<file path="config.mk">
export PLATFORM = sky130hd
export DESIGN_NAME = md5_stream
export DESIGN_NICKNAME = d
export VERILOG_FILES = /design/src/rtl/md5_pkg.sv /design/src/rtl/md5_step.sv /design/src/rtl/md5_stream.sv
export SDC_FILE = /design/constraint.sdc
export NUM_CORES = 2
export LEC_CHECK = 0
export BUFFER_PORTS_ARGS = -buffer_cell sky130_fd_sc_hd__buf_2
export CORE_AREA = 3 3 339 341
export CTS_CLUSTER_SIZE = 14
export DETAILED_ROUTE_END_ITERATION = 6
export DIE_AREA = 0 0 342 344
export PLACE_DENSITY = 0.77
export SYNTH_ARGS = -nofsm -noshare
export SYNTH_HDL_FRONTEND = slang
export SYNTH_SLANG_ARGS = --single-unit
export TNS_END_PERCENT = 20
</file>
<file path="constraint.sdc">
create_clock -name clk_i -period 16.6 [get_ports clk_i]
set_clock_uncertainty 0.2 [all_clocks]
set_input_delay 3.32 -clock clk_i [delete_from_list [all_inputs] [get_ports clk_i]]
set_output_delay 3.32 -clock clk_i [all_outputs]
set_load 0.02 [all_outputs]
</file>
<file path="src/rtl/md5_pkg.sv">
// Shared MD5 constants, FSM state type and per-step index/shift helpers
// for the iterative md5_stream engine.
package md5_pkg;

  typedef enum logic [1:0] {
    ST_IDLE = 2'd0,
    ST_RUN  = 2'd1,
    ST_HOLD = 2'd2
  } state_t;

  localparam logic [31:0] IV_A = 32'h67452301;
  localparam logic [31:0] IV_B = 32'hEFCDAB89;
  localparam logic [31:0] IV_C = 32'h98BADCFE;
  localparam logic [31:0] IV_D = 32'h10325476;
  localparam logic [127:0] IV = {IV_A, IV_B, IV_C, IV_D};

  localparam logic [31:0] K_TBL [64] = '{
    32'hd76aa478, 32'he8c7b756, 32'h242070db, 32'hc1bdceee,
    32'hf57c0faf, 32'h4787c62a, 32'ha8304613, 32'hfd469501,
    32'h698098d8, 32'h8b44f7af, 32'hffff5bb1, 32'h895cd7be,
    32'h6b901122, 32'hfd987193, 32'ha679438e, 32'h49b40821,
    32'hf61e2562, 32'hc040b340, 32'h265e5a51, 32'he9b6c7aa,
    32'hd62f105d, 32'h02441453, 32'hd8a1e681, 32'he7d3fbc8,
    32'h21e1cde6, 32'hc33707d6, 32'hf4d50d87, 32'h455a14ed,
    32'ha9e3e905, 32'hfcefa3f8, 32'h676f02d9, 32'h8d2a4c8a,
    32'hfffa3942, 32'h8771f681, 32'h6d9d6122, 32'hfde5380c,
    32'ha4beea44, 32'h4bdecfa9, 32'hf6bb4b60, 32'hbebfbc70,
    32'h289b7ec6, 32'heaa127fa, 32'hd4ef3085, 32'h04881d05,
    32'hd9d4d039, 32'he6db99e5, 32'h1fa27cf8, 32'hc4ac5665,
    32'hf4292244, 32'h432aff97, 32'hab9423a7, 32'hfc93a039,
    32'h655b59c3, 32'h8f0ccc92, 32'hffeff47d, 32'h85845dd1,
    32'h6fa87e4f, 32'hfe2ce6e0, 32'ha3014314, 32'h4e0811a1,
    32'hf7537e82, 32'hbd3af235, 32'h2ad7d2bb, 32'heb86d391
  };

  // Rotate amount depends only on the round and the step position mod 4.
  function automatic logic [4:0] shift_amt(input logic [5:0] i);
    logic [4:0] r;
    case ({i[5:4], i[1:0]})
      4'h0: r = 5'd7;
      4'h1: r = 5'd12;
      4'h2: r = 5'd17;
      4'h3: r = 5'd22;
      4'h4: r = 5'd5;
      4'h5: r = 5'd9;
      4'h6: r = 5'd14;
      4'h7: r = 5'd20;
      4'h8: r = 5'd4;
      4'h9: r = 5'd11;
      4'hA: r = 5'd16;
      4'hB: r = 5'd23;
      4'hC: r = 5'd6;
      4'hD: r = 5'd10;
      4'hE: r = 5'd15;
      default: r = 5'd21;
    endcase
    return r;
  endfunction

  // 4-bit arithmetic gives the mod-16 wrap for free.
  function automatic logic [3:0] msg_idx(input logic [5:0] i);
    logic [3:0] j;
    logic [3:0] g;
    j = i[3:0];
    case (i[5:4])
      2'd0:    g = j;
      2'd1:    g = j * 4'd5 + 4'd1;
      2'd2:    g = j * 4'd3 + 4'd5;
      default: g = j * 4'd7;
    endcase
    return g;
  endfunction

endpackage

</file>
<file path="src/rtl/md5_step.sv">
// One combinational MD5 step: mixes a message word into {a,b,c,d}
// using the round's boolean function, constant and rotate amount.
module md5_step
  import md5_pkg::*;
(
  input  logic [31:0] a_i,
  input  logic [31:0] b_i,
  input  logic [31:0] c_i,
  input  logic [31:0] d_i,
  input  logic [31:0] m_i,
  input  logic [31:0] k_i,
  input  logic [4:0]  s_i,
  input  logic [1:0]  round_i,
  output logic [31:0] a_o,
  output logic [31:0] b_o,
  output logic [31:0] c_o,
  output logic [31:0] d_o
);

  logic [31:0] f;
  logic [31:0] sum;
  logic [63:0] dbl;

  always_comb begin
    case (round_i)
      2'd0:    f = (b_i & c_i) | (~b_i & d_i);
      2'd1:    f = (d_i & b_i) | (~d_i & c_i);
      2'd2:    f = b_i ^ c_i ^ d_i;
      default: f = c_i ^ (b_i | ~d_i);
    endcase
  end

  // Rotate-left via a doubled word: the upper half after the shift is rotl.
  assign sum = a_i + f + k_i + m_i;
  assign dbl = {sum, sum} << s_i;

  assign a_o = d_i;
  assign b_o = b_i + dbl[63:32];
  assign c_o = b_i;
  assign d_o = c_i;

endmodule

</file>
<file path="src/rtl/md5_stream.sv">
// Iterative MD5 compression engine: one 512-bit block per transaction,
// STEPS_PER_CYCLE chained steps per clock, chaining value kept across blocks.
module md5_stream
  import md5_pkg::*;
#(
  parameter int STEPS_PER_CYCLE = 1
) (
  input  logic              clk_i,
  input  logic              rst_i,
  input  logic              blk_valid_i,
  output logic              blk_ready_o,
  input  logic [15:0][31:0] blk_i,
  input  logic              first_i,
  input  logic              last_i,
  output logic              digest_valid_o,
  input  logic              digest_ready_i,
  output logic [127:0]      digest_o,
  output logic              busy_o
);

  localparam int S = STEPS_PER_CYCLE;

  if (!(S == 1 || S == 2 || S == 4 || S == 8 || S == 16)) begin : g_bad_steps
    $error("md5_stream: STEPS_PER_CYCLE must be 1, 2, 4, 8 or 16");
  end

  state_t            state_q, state_d;
  logic [5:0]        i_q, i_d;
  logic [15:0][31:0] blk_q, blk_d;
  logic              last_q, last_d;
  logic [31:0]       a_q, a_d, b_q, b_d, c_q, c_d, d_q, d_d;
  logic [3:0][31:0]  h_q, h_d;
  logic [3:0][31:0]  h_new;
  logic [127:0]      digest_q, digest_d;
  logic              last_step;

  logic [31:0] wa [0:S];
  logic [31:0] wb [0:S];
  logic [31:0] wc [0:S];
  logic [31:0] wd [0:S];

  assign wa[0] = a_q;
  assign wb[0] = b_q;
  assign wc[0] = c_q;
  assign wd[0] = d_q;

  genvar gi;
  for (gi = 0; gi < S; gi++) begin : g_step
    logic [5:0] idx;
    assign idx = i_q + 6'(gi);

    md5_step u_step (
      .a_i     (wa[gi]),
      .b_i     (wb[gi]),
      .c_i     (wc[gi]),
      .d_i     (wd[gi]),
      .m_i     (blk_q[msg_idx(idx)]),
      .k_i     (K_TBL[idx]),
      .s_i     (shift_amt(idx)),
      .round_i (idx[5:4]),
      .a_o     (wa[gi+1]),
      .b_o     (wb[gi+1]),
      .c_o     (wc[gi+1]),
      .d_o     (wd[gi+1])
    );
  end

  // h_q holds the chaining value loaded at accept, so it doubles as H_in.
  assign h_new[3]  = h_q[3] + wa[S];
  assign h_new[2]  = h_q[2] + wb[S];
  assign h_new[1]  = h_q[1] + wc[S];
  assign h_new[0]  = h_q[0] + wd[S];
  assign last_step = (i_q == 6'(64 - S));

  always_comb begin
    state_d  = state_q;
    i_d      = i_q;
    blk_d    = blk_q;
    last_d   = last_q;
    a_d      = a_q;
    b_d      = b_q;
    c_d      = c_q;
    d_d      = d_q;
    h_d      = h_q;
    digest_d = digest_q;
    case (state_q)
      ST_IDLE: begin
        if (blk_valid_i) begin
          blk_d   = blk_i;
          last_d  = last_i;
          i_d     = 6'd0;
          state_d = ST_RUN;
          if (first_i) begin
            h_d = IV;
            a_d = IV_A;
            b_d = IV_B;
            c_d = IV_C;
            d_d = IV_D;
          end else begin
            a_d = h_q[3];
            b_d = h_q[2];
            c_d = h_q[1];
            d_d = h_q[0];
          end
        end
      end
      ST_RUN: begin
        a_d = wa[S];
        b_d = wb[S];
        c_d = wc[S];
        d_d = wd[S];
        i_d = i_q + 6'(S);
        if (last_step) begin
          h_d = h_new;
          if (last_q) begin
            digest_d = h_new;
            state_d  = ST_HOLD;
          end else begin
            state_d = ST_IDLE;
          end
        end
      end
      ST_HOLD: begin
        if (digest_ready_i) state_d = ST_IDLE;
      end
      default: state_d = ST_IDLE;
    endcase
  end

  always_ff @(posedge clk_i or negedge rst_i) begin
    if (!rst_i) begin
      state_q  <= ST_IDLE;
      i_q      <= 6'd0;
      blk_q    <= '0;
      last_q   <= 1'b0;
      a_q      <= 32'd0;
      b_q      <= 32'd0;
      c_q      <= 32'd0;
      d_q      <= 32'd0;
      h_q      <= IV;
      digest_q <= 128'd0;
    end else begin
      state_q  <= state_d;
      i_q      <= i_d;
      blk_q    <= blk_d;
      last_q   <= last_d;
      a_q      <= a_d;
      b_q      <= b_d;
      c_q      <= c_d;
      d_q      <= d_d;
      h_q      <= h_d;
      digest_q <= digest_d;
    end
  end

  assign blk_ready_o    = (state_q == ST_IDLE);
  assign busy_o         = (state_q == ST_RUN);
  assign digest_valid_o = (state_q == ST_HOLD);
  assign digest_o       = digest_q;

endmodule

</file>
==> metrics.txt <==
measured slew at the worst slew-check pin=~1.2 ns; Hold/Removal Path Class=reg2reg; initial antenna violation count=32; PortBufs=approximately 650; Max Fclk=0.0746 GHz; final wirelength=208 mm; First-pass DRT Iterations=6; synthesized cell area=56,100 um^2; Num Clock Sinks=905; delay-heaviest family, CP=compound AO/OA/AOI/OAI gates; final hold violation count=0; share of flip-flops with an asynchronous set or reset=100%; Critical Path RT=17.04 ns; yosys warns=0; routed vias/inst=6.08; vias in the first global route=just under 50,000; DP Area=60,500 um^2; die area=118,000 um^2; gr usage total=~35%; initial core utilization=50.0%; slowest stage delay, CP=0.65 ns; detailed-placement wirelength estimate=153 mm; Net Count, Synth=between 7,000 and 8,000; Final Max Tran Viols=0; clock slew at reported path FFs=~0.06 ns; Setup Viol. Count Final=0; critical path launch point type=flip-flop; Post-Synth XOR/XNOR Area=3.39%; mux share of post-synthesis cell area=between 10% and 20%; first-iteration detailed-routing DRC count=6,920; EDFF count, synth=0; Synth Area in Simple Gates=a little under a fifth; clk_lat worst skew=0.73 ns; Placer Congestion=0.987; root buf cell=clkbuf_16; Core ar.=112,000 um^2; Detail Route Antenna Nets=0; outcome=complete, no violations; Crit Path Max Fanout=between 40 and 50; via count=51,200; minimum clock period=13.41 ns; CP Capture Type=flip-flop; post-CTS setup repair buffer count=0; DRC errors left=0; TritonCTS buffer count=a little under 100; hold-fix buffers at CTS=0; max_cap viols=0; Die Ht=344 um; I/O pin count=approximately 650; #FFs+latches synth=around 910; worst path bufs/invs=6; grt ovf=0; num rows=123; Worst path slowest cell=o22a_4; fin util=between 50% and 60%; period utilization=80.8%; crit-path most repeated cell=o21ai_0; RSZ-0062 raised after global routing=no; Synth Area in Compound Gates=15.0%; Synth Instances=between 6,000 and 7,000; area added between synthesis and finish=14.4%; first-pass GRT wire length=309 mm; sequential area share after synthesis=between 40% and 50%; Mapped Avg Cell Area=around 8.8 um^2; setup slack after layout=3.19 ns; dpl ws=between 3 and 4 ns; CTS tree=done; chip width=around 340 um; layout cells sized above 1=18.9%; CTS max path bufs=3; largest net degree at the start of global routing=about 220; routed len/inst=24.6 um; Crit Path Category=reg2reg; nets=7,624; Data arrival, critical path=13.85 ns; Setup TNS=0 ns; main flop type after synthesis=dfrtp_1; library cells used by synthesis=80; fin area=about 64,000 um^2; largest family of logic cells by synthesized area=simple AND/OR/NAND/NOR gates; cts repair resizes=0; max_slew headroom=22.2%; H-tree depth=3; Post-Synth Adder-Cell Area=7.40%
-- metal layers --
metal	global-route usage [%]	vias up	wire, um
met3	7.34	599	20500
met4	21.0	10	14100
li1	-	22800	-
met5	0	-	53
met1	46.4	25000	81700
met2	51.8	2800	91200
-- cell usage in the layout (no fill, tap or decap), types with 14 or more instances in the layout --
cell	netlist	final
ha_1	219	219
xor2_1	55	54
clkbuf_16	0	99
fa_1	70	70
and2_1	16	14
o211ai_1	43	43
nor2b_1	32	32
o31ai_1	14	14
buf_2	5	647
mux2i_1	117	117
nand2b_1	34	34
nand3_1	106	106
and3_1	19	19
xnor2_1	155	155
a211oi_1	71	71
a31oi_1	66	66
a22o_1	62	62
nor2_1	253	249
mux2_2	159	159
diode_2	0	26
a21o_1	83	82
nand2_1	2019	2016
o21ai_0	387	386
nor3b_1	17	17
mux4_2	130	129
or2_2	37	37
inv_1	189	188
clkbuf_1	321	18
o22a_1	57	56
dfstp_2	64	64
clkbuf_8	0	20
or3_1	32	32
nor3_1	58	58
a21oi_1	320	319
a22oi_1	52	52
o21a_1	39	39
buf_4	2	66
dfrtp_1	841	837
clkinv_2	0	20
-- worst register-to-register path, delay by kind of cell (launching register included) --
family                   cells  cell delay, ns
XOR/XNOR                     4            0.98
AO/OA/AOI/OAI               25            5.91
buffers and inverters        6            1.27
adder cells (fa/ha/maj)      6            2.14
multiplexers                 4            1.12
AND/OR/NAND/NOR              9            1.40
flip-flops                   1            0.35
-- Yosys cell counts (34+ instances only) --
cell type / count / share of area [%]
clkbuf_1: 321 / 2.1
nand2b_1: 34 / 0.38
mux2i_1: 117 / 2.1
inv_1: 189 / 1.3
dfstp_2: 64 / 3.0
xnor2_1: 155 / 2.4
a21o_1: 83 / 1.1
fa_1: 70 / 2.5
a21oi_1: 320 / 2.9
dfrtp_1: 841 / 38
o21ai_0: 387 / 3.5
o21a_1: 39 / 0.52
o22a_1: 57 / 0.89
a211oi_1: 71 / 0.95
nor3_1: 58 / 0.52
o211ai_1: 43 / 0.58
buf_1: 51 / 0.34
a22o_1: 62 / 0.97
xor2_1: 55 / 0.86
or2_2: 37 / 0.41
a31oi_1: 66 / 0.74
a22oi_1: 52 / 0.70
mux2_2: 159 / 3.2
nand3_1: 106 / 0.95
nand2_1: 2019 / 14
nor2_1: 253 / 1.7
mux4_2: 130 / 5.2
ha_1: 219 / 4.9
-- flip-flops by register name (all words and copies together) (netlist names) --
signal	flops
state_q	2
i_q	6
blk_q	512
b_q	32
last_q	1
a_q	32
d_q	32
digest_o	128
c_q	32
h_q	128
-- logic make-up after synthesis --
family / after synthesis
simple gates: 2653
compound gates: 1333
flops: 905
buf+inv: 575
mux: 407
fa+ha+maj: 290
xor+xnor: 213
-- stage by stage --
step,std cells,hold WS (ns)
floorplan,6376,0.238
global placement,8216,0.252
detailed placement,8216,0.256
finish,8426,0.269
global route,8423,0.280
CTS,8400,0.272
-- area by class of cell --
class / instances / area (um^2)
inverters: 193 / 727
clock buffers: 137 / 2820
multi-input cells: 4896 / 31300
clock inverters: 47 / 723
repair buffers: 722 / 3910
fillers: 9783 / 48000
flip-flops and latches: 905 / 22700
well taps: 1500 / 1880
diodes: 26 / 65.1
-- final timing paths --
| check | start | to | slack [ns] | cells past startpoint |
|---|---|---|---|---|
| min in group asynchronous | rst_i | digest_o[9] | 2.46 | 1 |
| setup / recovery | i_q[0] | h_q[95] | 3.19 | 54 |
| hold / removal | blk_q[382] | blk_q[382] | 0.27 | 2 |
| setup reg to reg | i_q[0] | h_q[95] | 3.19 | 54 |
| max in group asynchronous | rst_i | blk_q[444] | 10.67 | 4 |
| hold reg to reg | blk_q[382] | blk_q[382] | 0.27 | 2 |
Power is not shown: default switching activity piles up to over one toggle a cycle in this logic, so the estimate is an artifact.
